## src/rtl/vga_idx_pkg.sv

```systemverilog
// Shared constants and the queued-pixel entry type for vga_idx_write_queue.
package vga_idx_pkg;

  localparam int FB_WORDS_DEF = 307200;
  localparam int IDX_ADDR_W   = 19;
  localparam int IDX_DATA_W   = 8;

  localparam int STAT_DROP_LSB = 16;
  localparam int STAT_OVF      = 15;
  localparam int STAT_FULL     = 14;
  localparam int STAT_EMPTY    = 13;

  typedef struct packed {
    logic [IDX_ADDR_W-1:0] addr;
    logic [IDX_DATA_W-1:0] data;
  } idx_entry_t;

  function automatic logic [15:0] sat_inc16(input logic [15:0] v);
    return (v == 16'hFFFF) ? v : v + 16'd1;
  endfunction

endpackage

```

## src/rtl/vga_idx_write_queue_fifo.sv

```systemverilog
// Single-clock FIFO with count-based full/empty; a push while full is
// accepted when a pop happens in the same cycle.
module idx_sync_fifo #(
  parameter int DEPTH = 16,
  parameter int W     = 27
) (
  input  logic                       clk_i,
  input  logic                       rst_i,
  input  logic                       push_i,
  input  logic [W-1:0]               wdata_i,
  input  logic                       pop_i,
  output logic                       push_ok_o,
  output logic                       pop_ok_o,
  output logic [W-1:0]               head_o,
  output logic                       full_o,
  output logic                       empty_o,
  output logic [$clog2(DEPTH+1)-1:0] count_o
);

  localparam int PTR_W = $clog2(DEPTH);
  localparam int CNT_W = $clog2(DEPTH+1);

  logic [W-1:0]     mem_q [DEPTH];
  logic [PTR_W-1:0] wr_ptr_q, wr_ptr_d;
  logic [PTR_W-1:0] rd_ptr_q, rd_ptr_d;
  logic [CNT_W-1:0] count_q, count_d;
  logic             push_ok, pop_ok;

  assign full_o    = (count_q == CNT_W'(DEPTH));
  assign empty_o   = (count_q == '0);
  assign count_o   = count_q;
  assign head_o    = mem_q[rd_ptr_q];
  assign pop_ok    = pop_i && !empty_o;
  assign push_ok   = push_i && (!full_o || pop_ok);
  assign push_ok_o = push_ok;
  assign pop_ok_o  = pop_ok;

  // Power-of-two depth lets the pointers wrap by plain overflow.
  always_comb begin
    wr_ptr_d = wr_ptr_q;
    rd_ptr_d = rd_ptr_q;
    count_d  = count_q + CNT_W'(push_ok) - CNT_W'(pop_ok);
    if (push_ok) wr_ptr_d = wr_ptr_q + PTR_W'(1);
    if (pop_ok)  rd_ptr_d = rd_ptr_q + PTR_W'(1);
  end

  always_ff @(posedge clk_i or posedge rst_i) begin
    if (rst_i) begin
      wr_ptr_q <= '0;
      rd_ptr_q <= '0;
      count_q  <= '0;
    end else begin
      wr_ptr_q <= wr_ptr_d;
      rd_ptr_q <= rd_ptr_d;
      count_q  <= count_d;
    end
  end

  always_ff @(posedge clk_i) begin
    if (push_ok) mem_q[wr_ptr_q] <= wdata_i;
  end

endmodule

```

## src/rtl/vga_idx_write_queue.sv

```systemverilog
// Queues processor framebuffer stores and replays them to the VGA index RAM.
// Define VGA_IDX_BLANK_ONLY_EN to restrict draining to the blanking interval.
module vga_idx_write_queue
  import vga_idx_pkg::*;
#(
  parameter logic [31:0] FB_BASE     = 32'h0001_0000,
  parameter int          FB_WORDS    = FB_WORDS_DEF,
  parameter logic [31:0] STATUS_ADDR = 32'h0000_FFFC,
  parameter int          DEPTH       = 16,
  parameter int          ADDR_W      = IDX_ADDR_W,
  parameter int          DATA_W      = IDX_DATA_W
) (
  input  logic              iCLK,
  input  logic              iRST,
  input  logic [31:0]       iMEM_ADDR,
  input  logic [31:0]       iMEM_WDATA,
  input  logic              iMEM_WE,
  output logic [31:0]       oMEM_RDATA,
  input  logic              iBLANK_n,
  output logic [ADDR_W-1:0] oIDX_ADDR,
  output logic [DATA_W-1:0] oIDX_DATA,
  output logic              oIDX_WE,
  output logic              oFULL
);

  localparam logic [31:0] FB_END = FB_BASE + 32'(FB_WORDS);
  localparam int          CNT_W  = $clog2(DEPTH+1);
  localparam int          ENT_W  = $bits(idx_entry_t);

  logic [31:0]       offset;
  logic              win_hit, stat_clr, drain_en;
  logic              push_ok, pop_ok, fifo_full, fifo_empty;
  logic [CNT_W-1:0]  fifo_count;
  idx_entry_t        push_entry, head_entry;
  logic [31:0]       status;
  logic              unused_bits;

  logic [31:0]       rdata_q, rdata_d;
  logic [ADDR_W-1:0] idx_addr_q, idx_addr_d;
  logic [DATA_W-1:0] idx_data_q, idx_data_d;
  logic              idx_we_q, idx_we_d;
  logic [15:0]       drop_cnt_q, drop_cnt_d;
  logic              ovf_q, ovf_d;

  assign offset   = iMEM_ADDR - FB_BASE;
  assign win_hit  = iMEM_WE && (iMEM_ADDR >= FB_BASE) && (iMEM_ADDR < FB_END);
  assign stat_clr = iMEM_WE && (iMEM_ADDR == STATUS_ADDR) && iMEM_WDATA[0];

  assign push_entry.addr = offset[IDX_ADDR_W-1:0];
  assign push_entry.data = iMEM_WDATA[IDX_DATA_W-1:0];

`ifdef VGA_IDX_BLANK_ONLY_EN
  assign drain_en    = ~iBLANK_n;
  assign unused_bits = ^{offset[31:IDX_ADDR_W], iMEM_WDATA[31:IDX_DATA_W]};
`else
  assign drain_en    = 1'b1;
  assign unused_bits = ^{offset[31:IDX_ADDR_W], iMEM_WDATA[31:IDX_DATA_W], iBLANK_n};
`endif

  idx_sync_fifo #(
    .DEPTH (DEPTH),
    .W     (ENT_W)
  ) u_fifo (
    .clk_i     (iCLK),
    .rst_i     (iRST),
    .push_i    (win_hit),
    .wdata_i   (push_entry),
    .pop_i     (drain_en),
    .push_ok_o (push_ok),
    .pop_ok_o  (pop_ok),
    .head_o    (head_entry),
    .full_o    (fifo_full),
    .empty_o   (fifo_empty),
    .count_o   (fifo_count)
  );

  // Built purely from registered state, so a read sees the pre-push/pop view.
  always_comb begin
    status                            = '0;
    status[STAT_DROP_LSB +: 16]       = drop_cnt_q;
    status[STAT_OVF]                  = ovf_q;
    status[STAT_FULL]                 = fifo_full;
    status[STAT_EMPTY]                = fifo_empty;
    status[4:0]                       = 5'(fifo_count);
  end

  always_comb begin
    drop_cnt_d = drop_cnt_q;
    ovf_d      = ovf_q;
    idx_we_d   = pop_ok;
    idx_addr_d = idx_addr_q;
    idx_data_d = idx_data_q;
    rdata_d    = (iMEM_ADDR == STATUS_ADDR) ? status : 32'h0;
    if (stat_clr) begin
      drop_cnt_d = '0;
      ovf_d      = 1'b0;
    end else if (win_hit && !push_ok) begin
      drop_cnt_d = sat_inc16(drop_cnt_q);
      ovf_d      = 1'b1;
    end
    if (pop_ok) begin
      idx_addr_d = ADDR_W'(head_entry.addr);
      idx_data_d = DATA_W'(head_entry.data);
    end
  end

  always_ff @(posedge iCLK or posedge iRST) begin
    if (iRST) begin
      rdata_q    <= '0;
      idx_addr_q <= '0;
      idx_data_q <= '0;
      idx_we_q   <= 1'b0;
      drop_cnt_q <= '0;
      ovf_q      <= 1'b0;
    end else begin
      rdata_q    <= rdata_d;
      idx_addr_q <= idx_addr_d;
      idx_data_q <= idx_data_d;
      idx_we_q   <= idx_we_d;
      drop_cnt_q <= drop_cnt_d;
      ovf_q      <= ovf_d;
    end
  end

  assign oMEM_RDATA = rdata_q;
  assign oIDX_ADDR  = idx_addr_q;
  assign oIDX_DATA  = idx_data_q;
  assign oIDX_WE    = idx_we_q;
  assign oFULL      = fifo_full;

endmodule

```

## config.mk

```make
export PLATFORM = sky130hd
export DESIGN_NAME = vga_idx_write_queue
export DESIGN_NICKNAME = d
export VERILOG_FILES = /design/src/rtl/vga_idx_pkg.sv /design/src/rtl/vga_idx_write_queue_fifo.sv /design/src/rtl/vga_idx_write_queue.sv
export SDC_FILE = /design/constraint.sdc
export NUM_CORES = 1
export LEC_CHECK = 0
export BUFFER_PORTS_ARGS = -buffer_cell sky130_fd_sc_hd__buf_2
export CAP_MARGIN = 5
export CORE_MARGIN = 2
export CORE_UTILIZATION = 30
export DETAILED_ROUTE_END_ITERATION = 8
export PLACE_DENSITY = 0.42
export SLEW_MARGIN = 20
export SYNTH_ARGS = -nofsm -noshare
export SYNTH_HDL_FRONTEND = slang
export SYNTH_SLANG_ARGS = --single-unit
```

## constraint.sdc

```tcl
create_clock -name iCLK -period 3.15 [get_ports iCLK]
set_input_delay 0.315 -clock iCLK [delete_from_list [all_inputs] [get_ports iCLK]]
set_output_delay 0.315 -clock iCLK [all_outputs]
set_load 0.02 [all_outputs]
```

# After elaboration in Yosys (flattened, before gate mapping)
# Memories as Yosys holds them, arrays and structs flattened. A register that Yosys moved wholly into a read port is not among the register bits.
# Index checks and enable logic that the tools add are counted.
# word_totals
register_bits	63
output_inout_bits	61
n_memories	1
rom_bits	0
in_bits	68
ramBits	432
latchBits	0
wordCells	42
# mem_list
memory	depth	width	read_ports	rd_clocked_by_memory_dff	write_ports	line_no	source
u_fifo.mem_q	16	27	1	1	1	vga_idx_write_queue_fifo.sv:23	logic [W-1:0] mem_q [DEPTH];
# classes
n_lt_le_gt_ge	2
eq_ne	4
shift	0
reduce_logical	14
div_mod_pow	0
mul	0
addsub	6
bitwise	0
mux	8
# ops
op	n
$mux W16	3
$eq A32 B16 Y1 const B	1
$ge A32 B17 Y1 const B	1
$lt A32 B19 Y1 const B	1
$mux W32	1
$sub A19 B17 Y19 const B	1
$add A16 B1 Y16 const B	1
$eq A16 B16 Y1 const B	1
$add A4 B1 Y4 const B	2
$logic_and A1 B1 Y1	6
$add A5 B1 Y5	1
$eq A5 B5 Y1 const B	1
$logic_not A5 Y1	1
$sub A5 B1 Y5	1
$logic_not A1 Y1	4
$mux W1	4
$ne A2 B2 Y1 const B	1
$reduce_and A2 Y1	1
$reduce_bool A2 Y1	1
$logic_or A1 B1 Y1	1

# Logic depth before layout (Yosys ltp)
# depth
depth_word	8
depth_mapped	14
depth_no_buf	12

# Modules after synthesis
# From an unflattened synthesis, not the netlist that was laid out.
# unflattened
cells_unflattened	1139
area_unflattened_um2	20708.6
# modules_own_cells
mod	instances	seq_area_each_um2	cells_each	area_each_um2
idx_sync_fifo	1	13297.8	863	17541.8
vga_idx_write_queue	1	1726.7	276	3166.8

# Worst setup path after synthesis
# No wires, ideal clock.
# synth_timing
kind	input -> register
startpoint	in iMEM_ADDR[0]
endpoint	mem u_fifo.mem_q[15][0], enable pin
stages	6
t_arrival_ns	2.320
path_slack_ns	0.443
n_path_buf	2
setup_ns	0.386
required_time_ns	2.764
cell_sequence	or4_4 > o31ai_4 > and4_1 > buf_6 > buf_8 > and3_1
# synth_between
elab_chain_cells	6
word_cells_on_any_way	7
cone_classes	order compare: 2; mux: 2; reduce/logical: 3
# synth_rtl
item	line_no	source
start, declared	vga_idx_write_queue.sv:15	input logic [31:0] iMEM_ADDR,
$ge A32 B17 Y1	vga_idx_write_queue.sv:46	assign win_hit = iMEM_WE && (iMEM_ADDR >= FB_BASE) && (iMEM_ADDR < FB_END);
$logic_and A1 B1 Y1	vga_idx_write_queue.sv:46	
$logic_and A1 B1 Y1 *	vga_idx_write_queue.sv:46	
$logic_and A1 B1 Y1 *	vga_idx_write_queue_fifo.sv:34	assign push_ok = push_i && (!full_o || pop_ok);
net push_ok	vga_idx_write_queue.sv:32	logic push_ok, pop_ok, fifo_full, fifo_empty;
$mux W1 *	vga_idx_write_queue_fifo.sv:60	if (push_ok) mem_q[wr_ptr_q] <= wdata_i;
$mux W1 (implied by the code) *	vga_idx_write_queue_fifo.sv:60	
end, declared	vga_idx_write_queue_fifo.sv:23	
# Mark *: on every way through the listed nets, which the timed path passes. The rest lies on a longest branch.

# Worst setup path after layout
# layout_timing
startpoint	in iMEM_ADDR[11]
endpoint	mem u_fifo.mem_q[5][8], enable pin
# layout_between
elab_chain_cells	6
word_cells_on_any_way	7
cone_classes	order compare: 2; mux: 2; reduce/logical: 3
# layout_rtl
item	line_no
$ge A32 B17 Y1	vga_idx_write_queue.sv:46
$logic_and A1 B1 Y1	vga_idx_write_queue.sv:46
$logic_and A1 B1 Y1 *	vga_idx_write_queue.sv:46
$logic_and A1 B1 Y1 *	vga_idx_write_queue_fifo.sv:34
$mux W1 *	vga_idx_write_queue_fifo.sv:60
$mux W1 (implied by the code) *	vga_idx_write_queue_fifo.sv:60
# Mark *: on every way between the ends. The rest lies on a longest branch, timed or not.

==> metrics <==
Worst-Skew Late Latency=0.61 ns; clock-pin transition on the worst setup and hold timing paths=0.06 ns; Port Buf Inserts=95; fmax=347 MHz; Post-CTS Resized=0; Yosys reg bits=514; setup repair bufs after CTS=0; post-route cell area=23900 um^2; Tot GR Track Use=0.150; Worst Skew=0.0199 ns; Warnings, synthesis=0; CTS buffer count=55; Hold Crit Start=iMEM_ADDR[1]; final hold violations=0; DPL Wire Length=30300 um; maximum vdd drop=0.000425 V; Crit path arrival time=3.19 ns; Post-DRT Antenna Nets=0; CTS Buffer Depth=3; CP Launch Type=input port; Final Wtd Congestion=0.689; Pleak=0.00831 uW; flop-to-flop setup slack=0.85 ns; Reg2Reg Depth=11; CTS Root Cell=clkbuf_16; DR pass1 iterations=4; min Tclk post-route=2.89 ns; Mapped Cells=965; Crit Path Category=input port to flop; Fillers=6162; setup tns final=0 ns; Worst path max stage delay=0.60 ns; Post-synth EDFFs=432; MaxCap Viol Count=0; antenna violations before repair=2; CP Max Fanout=18; Seq/Total Area, Yosys=0.761; most frequent cells in the layout=edfxtp_1, mux4_2, buf_2; Yosys cell types=41; I/O pin total=129; Die W=260 um; hold crit path type=input port to flop; routed len/inst=24.0 um; final setup vio count=0; WP data required=3.45 ns; final worst path period share=0.916; CP endpoint kind=flop; largest net degree at the start of global routing=59; die footprint=67800 um^2; crit path cell chain=dlygate4sd3_1 > buf_2 > nor4_1 > buf_4 > nand4_1 > buf_4 > o31ai_4 > and4_1 > buf_4 > and3_2 > buf_12; Reg2Reg Launch Point=u_fifo.count_o[2]$_DFF_PP0_; routed vias=9610; CTS tree=built; Mean Syn Cell Area=20.4 um^2; status=finished, final reports clean; Layout Cells excl Fill=2073; first-pass GRT wire length=72800 um; Worst Hold End=u_fifo.mem_q[7][9]$_DFFE_PP_; RSZ-0062 raised after global routing=no; final slew viol count=0; Mapped Area=19700 um^2; total gr overflow=0; PwrDens=801 nW/um^2; Nets=1246; Initial Utilization=0.302; placed instance area=22100 um^2; placed cell count=1968; fraction of layout cells with a size suffix above 1=0.349; headroom to the max-slew limit=0.508; DIE HEIGHT=260 um; Core ar.=65400 um^2; H-tree depth=2; DR iter-0 viols=613; Remaining DRCs=0; R2R Path End=u_fifo.count_o[4]$_DFF_PP0_; Max stage delay cell, worst path=nor4_1; Hold Path Depth=1; Synth Flop Type=edfxtp_1; Sink Count=514; Via density=4.64; Slew @ Worst Pin=0.738 ns; Area Overhead vs Synth=21.1%; commonest non-fill, non-tap cell in the layout=edfxtp_1; CP dominant cell by count=buf_4; Total Routed Length=49800 um; vias in the first global route=10181; Core Rows=94; cts hold-fix bufs=2; antenna cells=0; async set-reset flop share out of synthesis=0.160
[synthesized netlist by cell type (2+ instances only)]
cell      count  area, um^2
nand4_1       7        43.8
ha_1         14         175
a211oi_1     27         203
and2_1       42         263
nand2_1       8        30.0
nor2_1       37         139
a21oi_1       2        10.0
a21o_1        2        15.0
dfrtp_1      82        2050
xor2_1        4        35.0
mux2_2       27         304
edfxtp_1    432       13000
nand3_1       4        20.0
and3_2        9        67.6
nor4_1        3        18.8
buf_1         3        11.3
or4_1         2        15.0
buf_2        16        80.1
nor2b_1      30         188
and4_1        3        26.3
and3_1        8        50.1
nand2b_1      2        12.5
o22ai_1      27         169
mux4_2      108        2430
xnor2_1       7        61.3
nor3_1        2        10.0
buf_4         8        60.1
inv_1        13        48.8
clkbuf_1     24        90.1
[registers in the layout (all words and copies together) (netlist names)]
| register | flops |
|---|---|
| u_fifo.mem_q | 432 |
| oMEM_RDATA | 24 |
| oIDX_ADDR | 19 |
| drop_cnt_q | 16 |
| oIDX_DATA | 8 |
| u_fifo.count_o | 5 |
| u_fifo.rd_ptr_q | 4 |
| u_fifo.wr_ptr_q | 4 |
| oIDX_WE | 1 |
| ovf_q | 1 |
[worst max-delay path by stage]
| stage | slack, ns | end | depth (start not counted) | startpoint |
|---|---|---|---|---|
| 5_1_grt | 0.30 | u_fifo.mem_q[5][14]$_DFFE_PP_ | 11 | iMEM_ADDR[11] |
| 2_1_floorplan | 0.44 | u_fifo.mem_q[15][0]$_DFFE_PP_ | 6 | iMEM_ADDR[0] |
| 6_report | 0.26 | u_fifo.mem_q[5][8]$_DFFE_PP_ | 11 | iMEM_ADDR[11] |
| 3_3_place_gp | 0.23 | u_fifo.mem_q[5][8]$_DFFE_PP_ | 10 | iMEM_ADDR[12] |
| 4_1_cts | 0.32 | u_fifo.mem_q[5][15]$_DFFE_PP_ | 11 | iMEM_ADDR[11] |
| 3_5_place_dp | 0.22 | u_fifo.mem_q[5][8]$_DFFE_PP_ | 10 | iMEM_ADDR[12] |
[layout make-up]
| cell class | instances | area, um^2 | share of cell area |
|---|---|---|---|
| Timing Repair Buffer | 188 | 1570 | 0.0656 |
| Tap cell | 864 | 1080 | 0.0453 |
| Sequential cell | 514 | 15000 | 0.629 |
| Clock inverter | 31 | 275 | 0.0115 |
| Inverter | 13 | 51.3 | 0.00215 |
| Multi-Input combinational cell | 391 | 4420 | 0.185 |
| Clock buffer | 72 | 1460 | 0.0611 |
[where the power goes]
part | total, uW | internal, uW | switching, uW
registers | 8060 | 7660 | 404
logic | 4820 | 2380 | 2440
clock network | 6240 | 3590 | 2650
total | 19100 | 13600 | 5490
[layer usage]
layer,part of all wire,vias to the layer above,routed length (um),GRT usage
met3,0.051,60,2540,0.0284
met4,0.017,4,840,0.0338
met2,0.48,191,23700,0.242
met5,0.00046,-,23,0
met1,0.45,5069,22600,0.210
li1,-,4286,-,-
[kinds of logic (layout without fill, tap and decap cells)]
family | count (synthesis) | in the layout | share of synthesized area
AOI/OAI and AO/OA | 61 | 61 | 0.0219
muxes | 135 | 135 | 0.139
adders and majority gates | 15 | 15 | 0.00989
DFF | 514 | 514 | 0.761
and+or+nand+nor | 161 | 161 | 0.0467
buffers and inverters | 67 | 304 | 0.0163
other | 1 | 8 | 0.000190
xor gates and xnor gates | 11 | 11 | 0.00488
[critical path: cells and delay by family]
family	cells	cell delay [ns]
buffers and inverters	6	1.46
AND/OR/NAND/NOR	4	1.21
AO/OA/AOI/OAI	1	0.17
[per-stage QoR]
| step | setup WS (ns) | power [uW] | hold WS, ns | util |
|---|---|---|---|---|
| after global routing | 0.298 | 20100 | 0.0220 | 0.365 |
| after detailed placement | 0.220 | 13200 | 0.457 | 0.338 |
| final | 0.264 | 19100 | 0.0704 | 0.365 |
| after CTS | 0.318 | 19500 | 0.0408 | 0.365 |
| after global placement | 0.229 | 13200 | 0.458 | 0.338 |
| after floorplan | 0.443 | 11400 | 0.414 | - |
Note: power is estimated with default switching activity, not from simulation.
